**src/rtl/uart_rx_fifo_if.sv**
```systemverilog
// rtl/uart_rx_fifo_if.sv - receiver capture and host read signals of the UART RX FIFO
interface uart_rx_fifo_if #(
    parameter int DATA_W = 8,
    parameter int ADDR_W = 4
);
    logic              rx_flag;
    logic [DATA_W-1:0] Rx_Data;
    logic              parity_error;
    logic              rx_flag_clr;
    logic              rd_en;
    logic [DATA_W-1:0] rd_data;
    logic              rd_perr;
    logic              empty;
    logic              full;
    logic [ADDR_W:0]   count;
    logic              overrun;
    logic              overrun_clr;

    // FIFO side
    modport slave (
        input  rx_flag, Rx_Data, parity_error, rd_en, overrun_clr,
        output rx_flag_clr, rd_data, rd_perr, empty, full, count, overrun
    );

    // receiver/host side
    modport master (
        output rx_flag, Rx_Data, parity_error, rd_en, overrun_clr,
        input  rx_flag_clr, rd_data, rd_perr, empty, full, count, overrun
    );
endinterface

```
**src/rtl/uart_rx_fifo.sv**
```systemverilog
// rtl/uart_rx_fifo.sv - UART receive buffer: captures flagged bytes into a FWFT FIFO
module uart_rx_fifo #(
    parameter int DATA_W = 8,
    parameter int DEPTH  = 16,
    parameter int ADDR_W = 4
) (
    input  logic            clk,
    input  logic            nrst,
    uart_rx_fifo_if.slave   rx_if
);
    typedef enum logic [1:0] {IDLE, CLR, WAIT_LOW} state_t;

    localparam logic [ADDR_W:0] DEPTH_C = (ADDR_W+1)'(DEPTH);

    state_t              state_q;
    logic                clr_q;
    logic [DATA_W:0]     mem [DEPTH];
    logic [ADDR_W-1:0]   wr_ptr_q, wr_ptr_d;
    logic [ADDR_W-1:0]   rd_ptr_q, rd_ptr_d;
    logic [ADDR_W:0]     count_q, count_d;
    logic                empty_q, full_q;
    logic                overrun_q, overrun_d;
    logic                capture, pop, wr;
    logic [DATA_W:0]     head;

    // Capture decision, write/pop qualification and next pointer/count/overrun values
    always_comb begin
        capture   = (state_q == IDLE) && rx_if.rx_flag;
        pop       = rx_if.rd_en && !empty_q;
        // a full FIFO still accepts the byte when the head leaves on the same edge
        wr        = capture && ((count_q < DEPTH_C) || pop);
        wr_ptr_d  = wr  ? wr_ptr_q + ADDR_W'(1) : wr_ptr_q;
        rd_ptr_d  = pop ? rd_ptr_q + ADDR_W'(1) : rd_ptr_q;
        count_d   = count_q;
        case ({wr, pop})
            2'b10:   count_d = count_q + (ADDR_W+1)'(1);
            2'b01:   count_d = count_q - (ADDR_W+1)'(1);
            default: count_d = count_q;
        endcase
        overrun_d = overrun_q;
        if (capture && !wr) begin
            overrun_d = 1'b1;
        end else if (rx_if.overrun_clr) begin
            overrun_d = 1'b0;
        end
    end

    // Capture FSM: one capture per rx_flag assertion, one-cycle clear pulse, then wait for the flag to drop
    always_ff @(posedge clk) begin
        if (!nrst) begin
            state_q <= IDLE;
            clr_q   <= 1'b0;
        end else begin
            case (state_q)
                IDLE: begin
                    clr_q <= 1'b0;
                    if (rx_if.rx_flag) begin
                        state_q <= CLR;
                        clr_q   <= 1'b1;
                    end
                end
                CLR: begin
                    state_q <= WAIT_LOW;
                    clr_q   <= 1'b0;
                end
                WAIT_LOW: begin
                    clr_q <= 1'b0;
                    if (!rx_if.rx_flag) begin
                        state_q <= IDLE;
                    end
                end
                default: begin
                    state_q <= IDLE;
                    clr_q   <= 1'b0;
                end
            endcase
        end
    end

    // Pointer, occupancy and status registers; empty/full follow the next count
    always_ff @(posedge clk) begin
        if (!nrst) begin
            wr_ptr_q  <= '0;
            rd_ptr_q  <= '0;
            count_q   <= '0;
            empty_q   <= 1'b1;
            full_q    <= 1'b0;
            overrun_q <= 1'b0;
        end else begin
            wr_ptr_q  <= wr_ptr_d;
            rd_ptr_q  <= rd_ptr_d;
            count_q   <= count_d;
            empty_q   <= (count_d == '0);
            full_q    <= (count_d == DEPTH_C);
            overrun_q <= overrun_d;
        end
    end

    // Entry storage, deliberately not reset
    always_ff @(posedge clk) begin
        if (wr) begin
            mem[wr_ptr_q] <= {rx_if.parity_error, rx_if.Rx_Data};
        end
    end

    assign head              = mem[rd_ptr_q];
    assign rx_if.rd_data     = empty_q ? '0 : head[DATA_W-1:0];
    assign rx_if.rd_perr     = !empty_q && head[DATA_W];
    assign rx_if.rx_flag_clr = clr_q;
    assign rx_if.empty       = empty_q;
    assign rx_if.full        = full_q;
    assign rx_if.count       = count_q;
    assign rx_if.overrun     = overrun_q;
endmodule

```
**src/flat_wrapper.sv**
```systemverilog
// flat-port wrapper written by rule: the top's interface ports become plain ports
module uart_rx_fifo_flat 
#(
    parameter int DATA_W = 8,
    parameter int DEPTH  = 16,
    parameter int ADDR_W = 4
)
  (clk, nrst, rx_if_rx_flag, rx_if_Rx_Data, rx_if_parity_error, rx_if_rd_en, rx_if_overrun_clr, rx_if_rx_flag_clr, rx_if_rd_data, rx_if_rd_perr, rx_if_empty, rx_if_full, rx_if_count, rx_if_overrun);
  uart_rx_fifo_if #(.DATA_W(DATA_W), .ADDR_W(ADDR_W)) rx_if_i ();
  input  logic clk;
  input  logic nrst;
  input wire logic [$bits(rx_if_i.rx_flag)-1:0] rx_if_rx_flag;
  input wire logic [$bits(rx_if_i.Rx_Data)-1:0] rx_if_Rx_Data;
  input wire logic [$bits(rx_if_i.parity_error)-1:0] rx_if_parity_error;
  input wire logic [$bits(rx_if_i.rd_en)-1:0] rx_if_rd_en;
  input wire logic [$bits(rx_if_i.overrun_clr)-1:0] rx_if_overrun_clr;
  output wire logic [$bits(rx_if_i.rx_flag_clr)-1:0] rx_if_rx_flag_clr;
  output wire logic [$bits(rx_if_i.rd_data)-1:0] rx_if_rd_data;
  output wire logic [$bits(rx_if_i.rd_perr)-1:0] rx_if_rd_perr;
  output wire logic [$bits(rx_if_i.empty)-1:0] rx_if_empty;
  output wire logic [$bits(rx_if_i.full)-1:0] rx_if_full;
  output wire logic [$bits(rx_if_i.count)-1:0] rx_if_count;
  output wire logic [$bits(rx_if_i.overrun)-1:0] rx_if_overrun;
  assign rx_if_i.rx_flag = rx_if_rx_flag;
  assign rx_if_i.Rx_Data = rx_if_Rx_Data;
  assign rx_if_i.parity_error = rx_if_parity_error;
  assign rx_if_i.rd_en = rx_if_rd_en;
  assign rx_if_i.overrun_clr = rx_if_overrun_clr;
  assign rx_if_rx_flag_clr = rx_if_i.rx_flag_clr;
  assign rx_if_rd_data = rx_if_i.rd_data;
  assign rx_if_rd_perr = rx_if_i.rd_perr;
  assign rx_if_empty = rx_if_i.empty;
  assign rx_if_full = rx_if_i.full;
  assign rx_if_count = rx_if_i.count;
  assign rx_if_overrun = rx_if_i.overrun;
  uart_rx_fifo #(.DATA_W(DATA_W), .DEPTH(DEPTH), .ADDR_W(ADDR_W)) u_core (.clk(clk), .nrst(nrst), .rx_if(rx_if_i));
endmodule
```
**config.mk**
```make
export PLATFORM = sky130hd
export DESIGN_NAME = uart_rx_fifo_flat
export DESIGN_NICKNAME = d
export VERILOG_FILES = /design/src/rtl/uart_rx_fifo_if.sv /design/src/rtl/uart_rx_fifo.sv /design/src/flat_wrapper.sv
export SDC_FILE = /design/constraint.sdc
export NUM_CORES = 1
export LEC_CHECK = 0
export CAP_MARGIN = 20
export CORE_ASPECT_RATIO = 1.2
export CORE_MARGIN = 2
export CORE_UTILIZATION = 46
export CTS_CLUSTER_DIAMETER = 60
export DETAILED_ROUTE_END_ITERATION = 8
export GPL_TIMING_DRIVEN = 1
export PLACE_DENSITY = 0.63
export SETUP_SLACK_MARGIN = 0.02
export SLEW_MARGIN = 20
export SYNTH_ARGS = -nofsm -noshare
export SYNTH_HDL_FRONTEND = slang
export SYNTH_SLANG_ARGS = --single-unit
```
**constraint.sdc**
```tcl
create_clock -name clk -period 3.6 [get_ports clk]
set_input_delay 0.9 -clock clk [delete_from_list [all_inputs] [get_ports clk]]
set_output_delay 0.9 -clock clk [all_outputs]
set_load 0.01 [all_outputs]
```
After elaboration in Yosys (flattened, before gate mapping)
Memories as Yosys holds them, arrays and structs flattened. A register that Yosys moved wholly into a read port is not among the register bits.
Index checks and enable logic that the tools add are counted.
- $add $sub $neg: 4
- order comparisons: 1
- equal/unequal tests: 7
- muxes and demuxes: 12
- reductions and logical operators: 13
- operators with widths (operator ; count):
    5-bit one-hot mux with 2 select lines ; 1
    4-bit by 1-bit adder with 4-bit output, second input constant ; 2
    4-bit 2-to-1 mux ; 2
    8-bit 2-to-1 mux ; 1
    2-bit one-hot mux with 3 select lines ; 1
    5-bit by 1-bit adder with 5-bit output, second input constant ; 1
    5-bit == test, second input constant ; 1
    1-bit logical AND ; 5
    5-bit zero test ; 1
    5-bit less-than comparator, second input constant ; 1
    1-bit 2-to-1 mux ; 5
    5-bit by 1-bit subtractor with 5-bit output, second input constant ; 1
    2-bit by 1-bit == test with 1-bit output, second input constant ; 2
    2-bit == test, second input constant ; 2
    2-bit 2-to-1 mux ; 2
    2-bit != test, second input constant ; 2
    2-bit AND reduction ; 2
    1-bit zero test ; 2
    2-bit zero test ; 1
    2-bit nonzero test ; 1
    1-bit logical OR ; 1
- flip-flop bits (word level): 19
- memory bits (writable): 144
- bits of input ports: 14
- output and inout port bits: 18
- word-level logic and storage cells: 46
- memories: 1
- memory list (memory ; words ; width ; rd ports ; clocked after Yosys merged registers in ; wr ports ; line ; text):
    u_core.mem ; 16 ; 9 ; 1 ; 1 ; 1 ; uart_rx_fifo.sv:17 ; logic [DATA_W:0] mem [DEPTH];

Depth between registers and ports, before layout
- word-level depth: 7
- mapped depth: 12
- depth with buffers taken out: 11

Worst setup path after synthesis
OpenSTA, ideal clock, no wires.
- path kind: in2reg
- from: input rx_if_rx_flag
- to: register u_core.full_q, in the netlist u_core.rx_if.full
- setup time: 0.091 ns
- arrival time: 3.108 ns
- required time: 3.509 ns
- slack: 0.401 ns
- cell stages on the path: 12
- path buffers: 1
- cells stage by stage: nor3b_1 -> a21boi_2 -> inv_1 -> ha_1 -> buf_2 -> xor2_1 -> ha_1 -> o21ai_0 -> a21oi_1 -> nor4_1 -> xor2_1 -> nor4bb_1
- cells in the longest elaborated chain, start to end: 5
- elaborated cells between the ends (all ways): 6
- those cells by class: eq/ne (3); mux (1); reduce/logical (2)
- ends and longest elaborated chain (item ; line ; text):
    start: declaration ; flat_wrapper.sv:12 ; input wire logic [$bits(rx_if_i.rx_flag)-1:0] rx_if_rx_flag;
    1-bit logical AND * ; uart_rx_fifo.sv:28 ; capture = (state_q == IDLE) && rx_if.rx_flag;
    1-bit logical AND * ; uart_rx_fifo.sv:31 ; wr = capture && ((count_q < DEPTH_C) || pop);
    2-bit by 1-bit == test with 1-bit output / 2-bit == test (equally long branches) ; uart_rx_fifo.sv:35 ; case ({wr, pop})
    5-bit one-hot mux with 2 select lines * ; uart_rx_fifo.sv:35 ;
    5-bit == test * ; uart_rx_fifo.sv:94 ; full_q <= (count_d == DEPTH_C);
    end signal: assignment ; uart_rx_fifo.sv:94 ;
    end: declaration ; uart_rx_fifo.sv:21 ; logic empty_q, full_q;
Every way passes the cells marked *; elsewhere a longest branch is shown, timed or not.
A chain may end at the register's enable or synchronous reset.

==> results.sh <==
export IMPL_place_area_mm2=0.00737
export IMPL_period_share_pct=97.1
export IMPL_fmax_mhz=286
export IMPL_finalInstanceArea_mm2=0.00803
export IMPL_cts_tree="built"
export IMPL_crit_chain="buf_12 > buf_4 > mux4_2 > mux4_2 > nor2b_1 > dlygate4sd2_1"
export IMPL_grt_max_degree=37
export IMPL_path_buf_inv=3
export IMPL_r2r_cells=11
export IMPL_first_iter_violations=187
export IMPL_clkTransAtPathRegs_ps=60
export IMPL_ant_nets=0
export IMPL_grt_first_pass_wirelength_um=19900
export IMPL_yosysSeqAreaShare_pct=72.0
export IMPL_start_util_pct=46.7
export IMPL_status="completed"
export IMPL_yosys_area_share_simple_pct=6.33
export IMPL_synth_fp_nets=370
export IMPL_viasPerCell=5.57
export IMPL_synth_top_family_by_area="multiplexers"
export IMPL_drc=0
export IMPL_powerDensity_mw_per_mm2=586
export IMPL_layout_drive_gt1_share_pct=27.5
export IMPL_path_class="reg2out"
export IMPL_power_w=0.00471
export IMPL_fp_coreArea_mm2=0.0142
export IMPL_gp_congestion=0.775
export IMPL_overflow=0
export IMPL_yosys_warnings=0
export IMPL_syn_inst=348
export IMPL_cts_buffer_depth=2
export IMPL_start_kind="flip-flop"
export IMPL_path_common_cell="mux4_2"
export IMPL_vias=3402
export IMPL_synth_top_area_share_pct=65.1
export IMPL_yosys_area_top_type="edfxtp_1"
export IMPL_synth_fa_ha_area_share_pct=1.51
export IMPL_wire_per_inst_um=21.3
export IMPL_hold_path_class="reg2reg"
export IMPL_crit_family="multiplexers"
export IMPL_synth_xor_xnor_area_share_pct=1.45
export IMPL_die_area_mm2=0.0154
export IMPL_worstPathRequired_ps=2700
export IMPL_slew_viol_final=0
export IMPL_tightest_slew_ps=590
export IMPL_io_buffers=31
export IMPL_tns_ps=0
export IMPL_fin_crit_ps=3500
export IMPL_clock_latency_ps=420
export IMPL_peakVddDrop_mv=0.273
export IMPL_finalWirelength_um=13000
export IMPL_holdWs_ps=486
export IMPL_skew_ps=7.23
export IMPL_synthMuxAreaShare_pct=15.9
export IMPL_place_hpwl_um=8230
export IMPL_die_h_um=136
export IMPL_firstDrtPassIters=6
export IMPL_num_nets_final=445
export IMPL_root_buffer="clkbuf_16"
export IMPL_first_global_vias=3482
export IMPL_critPathSlowestCell="mux4_2"
export IMPL_clock_sinks=167
export IMPL_synth_compound_area_share_pct=1.24
export IMPL_worst_ep_arrival_time_ps=2600
export IMPL_die_w_um=114
export IMPL_cp_num_cells=6
export IMPL_netlist_top_cells_area="edfxtp_1, mux4_2, dfxtp_1"
export IMPL_io_pins=32
export IMPL_syn_cell_area_mm2=0.00664
export IMPL_rsz0062_at_grt="false"
export IMPL_maxCapViolations=0
export IMPL_synth_seq_cells=167
export IMPL_cts_made_buffers=17
export IMPL_setup_viol=0
export IMPL_num_rows=48
export IMPL_htree_levels=4
export IMPL_syn_to_final_growth_pct=20.9
export IMPL_grt_antenna_before_repair=0
export IMPL_grtUsageTotal_pct=18.0
export IMPL_p_leak_nw=2.71
export IMPL_worstHoldPathCells=2
export IMPL_avgSynthCellArea_um2=19.1
export IMPL_hold_viol=0
export IMPL_diodes=0
export IMPL_end_kind="primary output"
export IMPL_slowest_delay_ps=520
export IMPL_crit_fanout=11
export IMPL_synth_cell_types=34
export IMPL_maxSlewHeadroom_pct=60.6
routing by layer:
layer  share of wire, %  vias to the layer above  routed length [um]  GRT usage (%)
met1                 42                     1766                5510           23.4
li1                   -                     1519                   -              -
met5                  0                        -                   0              0
met4                1.1                        0                 140           5.69
met3                4.0                       15                 525           3.85
met2                 52                      102                6810           30.7
state kept, by name, summed over array words and instances, names as in the netlist, named ones only:
signal and count:
u_core.rx_if.count 5, u_core.rx_if.rx_flag_clr 1, u_core.mem 144, u_core.rx_if.empty 1
u_core.rx_if.full 1, u_core.rd_ptr_q 4, u_core.rx_if.overrun 1, u_core.wr_ptr_q 4
u_core.state_q 2
cells in the mapped netlist (all sizes together):
cell type / n
xnor2: 7
and3b: 1
nand2b: 4
nor3b: 1
nor4: 1
nand4: 3
nor2: 16
buf: 9
mux4: 45
edfxtp: 144
nand2: 13
dfxtp: 23
mux2i: 4
a211o: 1
and2: 13
nand3b: 3
nand3: 2
o21ai: 2
nor2b: 14
xor2: 4
a21oi: 6
a21boi: 2
ha: 8
nor4bb: 1
nor3: 5
or3b: 1
o31ai: 2
inv: 4
clkbuf: 9
power by group:
group | internal (W) | leakage [nW] | switching (W)
registers | 0.00216 | 1.49 | 0.0000591
logic | 0.000444 | 0.941 | 0.000339
clock network | 0.000986 | 0.279 | 0.000721
final cells by class:
class	count	area, um^2
flip-flops and latches	167	4790
inverters	4	15.0
well taps	175	219
multi-input cells	159	1750
fillers	1081	6210
clock buffers	23	500
clock inverters	9	62.6
repair buffers	74	689
kinds of logic (layout without fill, tap and decap cells):
family / count (synthesis) / after routing
compound gates: 13 / 13
xor+xnor: 11 / 11
fa+ha+maj: 8 / 8
buf+inv: 22 / 110
flops: 167 / 167
mux: 49 / 49
simple gates: 78 / 78
tightest hold or removal path: cells and delay by family (launching register included):
kind	cells	cell delay, ps
flip-flops	1	310
AND/OR/NAND/NOR	2	130
stage by stage:
| step | utilization [%] | std cells | setup slack (ps) |
|---|---|---|---|
| 2_1_floorplan | - | 348 | 401 |
| 3_3_place_gp | 51.8 | 568 | 48.7 |
| 3_5_place_dp | 51.8 | 568 | -41.3 |
| 4_1_cts | 55.8 | 602 | 40.2 |
| 5_1_grt | 56.4 | 611 | 29.3 |
| 6_report | 56.4 | 611 | 105 |
cell usage in the layout (no fill, tap or decap), types with 3 or more instances in the layout:
cell	synthesis	final
edfxtp_1	144	144
mux4_2	45	45
buf_4	3	38
clkdlybuf4s50_1	0	23
dfxtp_1	23	22
clkbuf_16	0	19
nor2_1	16	16
nor2b_1	14	14
nand2_1	13	13
and2_1	13	13
ha_1	8	8
xnor2_1	7	7
dlygate4sd2_1	0	7
a21oi_1	6	6
nor3_1	5	5
buf_12	0	5
nand2b_1	4	4
inv_1	4	4
xor2_1	4	4
mux2i_1	4	4
nand4_1	3	3
nand3b_1	3	3
clkbuf_1	8	3
inv_4	0	3
clkinv_4	0	3
final timing paths:
path / from / endpoint / slack [ps]
worst max-delay path: flip-flop / rx_if_rd_data[6] / 100
worst min-delay path: u_core.rx_if.overrun / u_core.rx_if.overrun / 490
worst max register to register: u_core.state_q[0] / u_core.rx_if.full / 1040
worst min register to register: u_core.rx_if.overrun / u_core.rx_if.overrun / 490
timing repair:
action                                  CTS  global route
endpoints found under the hold margin     0             0
buffers inserted                          2             9
hold buffers                              0             0
endpoints found under the setup margin    9             3
resized for setup                         8             1
(Power assumes the default switching activity.)
